## src/rtl/ray_tri_sequencer.sv

```systemverilog
// Per-ray triangle sequencer: fetches a triangle list one word at a time, feeds the
// combinational intersection unit and reports the lowest-index valid hit.
module ray_tri_sequencer #(
  parameter int unsigned ADDR_W     = 16,
  parameter int unsigned CNT_W      = 16,
  parameter bit          EARLY_EXIT = 1'b1
) (
  input  logic                     i_clk,
  input  logic                     i_rst,
  input  logic                     i_ray_valid,
  output logic                     o_ray_ready,
  input  logic [0:1][0:2][31:0]    i_ray,
  input  logic [ADDR_W-1:0]        i_base_addr,
  input  logic [CNT_W-1:0]         i_num_tris,
  output logic                     o_mem_rd,
  output logic [ADDR_W-1:0]        o_mem_addr,
  input  logic                     i_mem_waitrequest,
  input  logic [0:2][0:2][31:0]    i_mem_rddata,
  input  logic                     i_mem_rddatavalid,
  output logic [0:2][0:2][31:0]    o_isect_tri,
  output logic [0:1][0:2][31:0]    o_isect_ray,
  input  logic [0:2][31:0]         i_isect_normal,
  input  logic                     i_isect_invalid,
  input  logic                     i_isect_result,
  output logic                     o_done_valid,
  input  logic                     i_done_ready,
  output logic                     o_hit,
  output logic [CNT_W-1:0]         o_hit_index,
  output logic [0:2][31:0]         o_hit_normal,
  output logic                     o_invalid_seen
);

  typedef enum logic [2:0] {
    S_IDLE,
    S_FETCH,
    S_WAIT,
    S_EVAL,
    S_DONE
  } state_t;

  state_t              state;
  logic [ADDR_W-1:0]   base;
  logic [CNT_W-1:0]    count;
  logic [CNT_W-1:0]    idx;

  logic [CNT_W-1:0]    idx_inc;
  logic                last_tri;
  logic                take_hit;

  assign idx_inc  = idx + CNT_W'(1);
  assign last_tri = (idx_inc == count);
  // Only the first valid hit is kept, so the reported hit is always the lowest index.
  assign take_hit = i_isect_result && !i_isect_invalid && !o_hit;

  always_ff @(posedge i_clk) begin
    if (i_rst) begin
      state          <= S_IDLE;
      o_ray_ready    <= 1'b1;
      o_mem_rd       <= 1'b0;
      o_mem_addr     <= '0;
      o_done_valid   <= 1'b0;
      o_hit          <= 1'b0;
      o_hit_index    <= '0;
      o_hit_normal   <= '0;
      o_invalid_seen <= 1'b0;
      o_isect_tri    <= '0;
      o_isect_ray    <= '0;
      base           <= '0;
      count          <= '0;
      idx            <= '0;
    end else begin
      case (state)
        S_IDLE: begin
          if (i_ray_valid && o_ray_ready) begin
            o_ray_ready    <= 1'b0;
            o_isect_ray    <= i_ray;
            base           <= i_base_addr;
            count          <= i_num_tris;
            idx            <= '0;
            o_hit          <= 1'b0;
            o_hit_index    <= '0;
            o_hit_normal   <= '0;
            o_invalid_seen <= 1'b0;
            if (i_num_tris == '0) begin
              state        <= S_DONE;
              o_done_valid <= 1'b1;
            end else begin
              state      <= S_FETCH;
              o_mem_rd   <= 1'b1;
              o_mem_addr <= i_base_addr;
            end
          end
        end

        // Request and address stay put until the memory accepts the read.
        S_FETCH: begin
          if (o_mem_rd && !i_mem_waitrequest) begin
            o_mem_rd <= 1'b0;
            state    <= S_WAIT;
          end
        end

        S_WAIT: begin
          if (i_mem_rddatavalid) begin
            o_isect_tri <= i_mem_rddata;
            state       <= S_EVAL;
          end
        end

        S_EVAL: begin
          if (i_isect_invalid) begin
            o_invalid_seen <= 1'b1;
          end else if (take_hit) begin
            o_hit        <= 1'b1;
            o_hit_index  <= idx;
            o_hit_normal <= i_isect_normal;
          end
          idx <= idx_inc;
          if (last_tri || (EARLY_EXIT && take_hit)) begin
            state        <= S_DONE;
            o_done_valid <= 1'b1;
          end else begin
            state      <= S_FETCH;
            o_mem_rd   <= 1'b1;
            o_mem_addr <= base + ADDR_W'(idx_inc);
          end
        end

        S_DONE: begin
          if (o_done_valid && i_done_ready) begin
            o_done_valid <= 1'b0;
            o_ray_ready  <= 1'b1;
            state        <= S_IDLE;
          end
        end

        default: begin
          state        <= S_IDLE;
          o_ray_ready  <= 1'b1;
          o_mem_rd     <= 1'b0;
          o_done_valid <= 1'b0;
        end
      endcase
    end
  end

endmodule

```

## config.mk

```make
export PLATFORM = sky130hd
export DESIGN_NAME = ray_tri_sequencer
export DESIGN_NICKNAME = d
export VERILOG_FILES = /design/src/rtl/ray_tri_sequencer.sv
export SDC_FILE = /design/constraint.sdc
export NUM_CORES = 1
export LEC_CHECK = 0
export CAP_MARGIN = 20
export CELL_PAD_IN_SITES_DETAIL_PLACEMENT = 0
export CELL_PAD_IN_SITES_GLOBAL_PLACEMENT = 1
export CORE_AREA = 2 2 478 480
export DETAILED_ROUTE_END_ITERATION = 10
export DIE_AREA = 0 0 480 482
export HOLD_SLACK_MARGIN = 0.05
export PLACE_DENSITY_LB_ADDON = 0.1
export SETUP_SLACK_MARGIN = 0.5
export SLEW_MARGIN = 10
export SYNTH_ARGS = -nofsm -noshare
export SYNTH_HDL_FRONTEND = slang
export SYNTH_SLANG_ARGS = --single-unit
```

## constraint.sdc

```tcl
create_clock -name i_clk -period 3.4 [get_ports i_clk]
set_input_delay 0.51 -clock i_clk [delete_from_list [all_inputs] [get_ports i_clk]]
set_output_delay 0.51 -clock i_clk [all_outputs]
set_load 0.02 [all_outputs]
```

==> results.json <==
{
  "total_power_uw": 21800,
  "worst_flop_to_flop_path_endpoint": "o_mem_addr[14]$_SDFFE_PP0P_",
  "synth.distinct_cells": 67,
  "final_core_util": 0.1970,
  "setup-violations-final": 0,
  "fin_nets": 4872,
  "core_region_area_sq_um": 226400,
  "remaining_drc_errors": 0,
  "clock_sinks": 664,
  "firstDrtPassIters": 5,
  "async_flop_share": 0,
  "gp_congestion": 0.7244,
  "finalHoldViolations": 0,
  "clock_tree.htree_level_count": 3,
  "cts_inserted_buffers": 98,
  "antenna_violations_before_repair": 86,
  "tritoncts": "yes",
  "synth_seq_area_share": 0.5432,
  "die_outline_area_sq_um": 231400,
  "p_leak_uw": 0.01504,
  "grt_usage": 0.1336,
  "ff2ff_setup_slack_ns": 0.41,
  "syn_area_sq_um": 24470,
  "globalRoute.totalOverflow": 0,
  "syn_nets": 3676,
  "wl_per_cell_um": 22.05,
  "setup.worst_path.start_class": "flip-flop",
  "ys_warns": 0,
  "cp.arrival_ns": 3.63,
  "detail_route.iter0.violations": 1013,
  "synth-edff-count": 0,
  "period_needed_ns": 2.990,
  "clk_pin_slew_worst_paths_ns": 0.06,
  "grt_setup_unrepaired": "yes",
  "cp_data_required_time_ns": 4.04,
  "power_per_cell_area_nw_per_um2": 488.7,
  "filler_cell_count": 25440,
  "io_buffers": 1228,
  "clock_tree.root_cell": "clkbuf_16",
  "finalWorstSetupSlack_ns": 0.4100,
  "num_io_pins": 1229,
  "grt_first_pass_wirelength_mm": 218.2,
  "timing.hold.worst.start": "i_rst",
  "most_frequently_used_flop_master_after_synthesis": "dfxtp_1",
  "dr_total_vias": 25680,
  "detail_route.vias_per_cell": 3.493,
  "maxCapViolations": 0,
  "timing_max_transition_violations_final": 0,
  "maximum_number_of_pins_on_one_net_before_global_route_repair": 139,
  "crit-reg2reg-launch": "idx[0]$_SDFFE_PP0P_",
  "max-vdd-ir-drop_mv": 0.3337,
  "clock_tree.buffer_depth": 3,
  "fin_setup_tns_ns": 0,
  "initial_core_util": 0.1081,
  "chipWidth_um": 480,
  "place_hpwl_mm": 121.4,
  "path_class": "flip-flop to flip-flop",
  "wirelength_mm": 162.1,
  "run_status": "completed",
  "core.rowCount": 175,
  "post-route-period-util": 0.8794,
  "timing.hold.worst.class": "primary input to flip-flop",
  "clk-insertion-delay-late_ns": 0.74,
  "min_path_cells": 2,
  "die_h_um": 482,
  "vias_in_the_first_global_route": 26230,
  "cts_hold_repair.buffers": 0,
  "fin_skew_ns": 0.03334,
  "crit_fanout": 9,
  "drive_above_1_share": 0.08312,
  "hold_path_end": "o_isect_tri[151]$_SDFFE_PP0P_",
  "worstRegToRegCells": 16,
  "flow.area_growth_from_synthesis_pct": 82.28,
  "crit_path_end_kind": "flip-flop",
  "dp_worst_setup_slack_ns": 0.09221,
  "fmax_mhz": 334.4,
  "ys_ff_latch": 664,
  "ant_nets": 0,
  "tightest_slew_ns": 1.048,
  "synth_area_per_inst_sq_um": 8.044,
  "slew_hr": 0.2998,
  "syn_inst": 3042
}
## layer usage
layer | track usage | up-vias | wire, um
met4 | 0.04740 | 80 | 4798
met2 | 0.2301 | 919 | 79600
met3 | 0.06616 | 256 | 17410
met1 | 0.1401 | 11920 | 59780
met5 | 0 | - | 518
li1 | - | 12500 | -
## power breakdown
part	switching, uW	internal, uW	leakage [uW]	total (uW)
combinational	1470	1370	0.00803	2840
clock	4330	6420	0.00163	10700
sequential	170	8050	0.00539	8210
total	5970	15800	0.0150	21800
## cell usage after synthesis, drive strengths merged (2+ instances only)
| master | instances | area share |
|---|---|---|
| mux2i | 5 | 0.0020 |
| a32oi | 2 | 0.00072 |
| nand2b | 2 | 0.00051 |
| dfxtp | 664 | 0.54 |
| a22oi | 121 | 0.037 |
| nor4 | 10 | 0.0044 |
| nor3 | 20 | 0.0052 |
| nor2b | 2 | 0.00051 |
| or3 | 3 | 0.00077 |
| a31oi | 3 | 0.00077 |
| xor2 | 15 | 0.0054 |
| nand4 | 8 | 0.0032 |
| o2111ai | 3 | 0.0011 |
| nand2 | 1066 | 0.16 |
| nand3 | 11 | 0.0033 |
| a21o | 3 | 0.00092 |
| xnor2 | 27 | 0.0097 |
| buf | 21 | 0.0054 |
| o311ai | 2 | 0.00072 |
| o21ai | 20 | 0.0041 |
| mux2 | 2 | 0.00092 |
| a211oi | 10 | 0.0045 |
| and2 | 2 | 0.00051 |
| inv | 11 | 0.0017 |
| a21oi | 542 | 0.11 |
| nor2 | 187 | 0.029 |
| nor3b | 4 | 0.0012 |
| and3 | 3 | 0.00077 |
| a211o | 2 | 0.00072 |
| o22ai | 2 | 0.00051 |
| ha | 17 | 0.0087 |
| clkbuf | 221 | 0.034 |
| or2 | 5 | 0.0013 |
| a311oi | 8 | 0.0047 |
## sequential cells by signal (all words and copies together) (netlist names)
signal,flops
idx,16
o_invalid_seen,1
o_mem_addr,16
base,16
count,16
o_ray_ready,1
o_isect_tri,288
o_done_valid,1
o_hit_index,16
o_hit,1
o_mem_rd,1
state,3
o_hit_normal,96
o_isect_ray,192
## how the worst max path moves through the flow
stage | depth (start not counted) | end | slack (ns) | from
after floorplan | 14 | o_mem_addr[15]$_SDFFE_PP0P_ | 0.50 | idx[1]$_SDFFE_PP0P_
after global placement | 13 | o_mem_addr[14]$_SDFFE_PP0P_ | 0.09 | idx[0]$_SDFFE_PP0P_
after detailed placement | 13 | o_mem_addr[14]$_SDFFE_PP0P_ | 0.09 | idx[0]$_SDFFE_PP0P_
after CTS | 13 | o_mem_addr[15]$_SDFFE_PP0P_ | 0.36 | idx[1]$_SDFFE_PP0P_
after global routing | 15 | o_mem_addr[14]$_SDFFE_PP0P_ | 0.24 | idx[1]$_SDFFE_PP0P_
final | 16 | o_mem_addr[14]$_SDFFE_PP0P_ | 0.41 | idx[0]$_SDFFE_PP0P_
## cell usage in the layout (no fill, tap or decap), types with 28 or more instances in the layout
master,synthesis,layout
a21oi_1,542,539
a22oi_1,121,120
buf_12,0,33
buf_4,10,68
clkbuf_1,221,28
clkbuf_16,0,98
clkbuf_8,0,29
clkdlybuf4s50_1,0,1227
dfxtp_1,664,658
nand2_1,1065,1064
nor2_1,186,175
## critical path: stages, from the launching register on
cell and delay (ns):
dfxtp_4 0.36, buf_6 0.12, nand4_4 0.12, buf_6 0.12, nor3_4 0.04, buf_6 0.12
buf_4 0.13, or3b_2 0.45, o221ai_2 0.08, a211oi_2 0.07, nor4b_4 0.15, buf_4 0.16
o32ai_4 0.30, buf_12 0.19, buf_12 0.14, nor2_1 0.05, a311oi_2 0.24
## what timing repair did
| item | in CTS | in global routing |
|---|---|---|
| resized for setup | 63 | 12 |
| pin swaps | 32 | 9 |
| setup buffers | 28 | 3 |
| cloned | 1 | 0 |
| setup endpoints to repair | 20 | 19 |
## metrics by stage
stage | hold slack (ns) | cell area [sq um] | cells
6_report | 0.2222 | 44600 | 7351
5_1_grt | 0.2121 | 44580 | 7341
4_1_cts | 0.1590 | 44480 | 7325
3_5_place_dp | 0.4455 | 40560 | 7115
3_3_place_gp | 0.4414 | 40560 | 7115
2_1_floorplan | 0.4406 | 24490 | 3042
## final cells by class
class | instances | area [sq um] | area share
Antenna cell | 23 | 57.56 | 0.001290
Clock buffer | 155 | 2957 | 0.06629
Clock inverter | 26 | 379.1 | 0.008500
Inverter | 11 | 41.29 | 0.0009257
Multi-Input combinational cell | 2125 | 10500 | 0.2354
Sequential cell | 664 | 13310 | 0.2984
Tap cell | 3009 | 3765 | 0.08441
Timing Repair Buffer | 1338 | 13600 | 0.3048
## logic make-up (layout without fill, tap and decap cells)
| family | after synthesis | after routing | synth area share |
|---|---|---|---|
| AO/OA/AOI/OAI | 730 | 730 | 0.1718 |
| XOR/XNOR | 42 | 42 | 0.01503 |
| adder cells (fa/ha/maj) | 18 | 18 | 0.009511 |
| buffers and inverters | 253 | 1530 | 0.04096 |
| flip-flops | 664 | 664 | 0.5432 |
| multiplexers | 7 | 7 | 0.002966 |
| other | 0 | 23 | 0 |
| AND/OR/NAND/NOR | 1328 | 1328 | 0.2165 |
(Power assumes the default switching activity.)
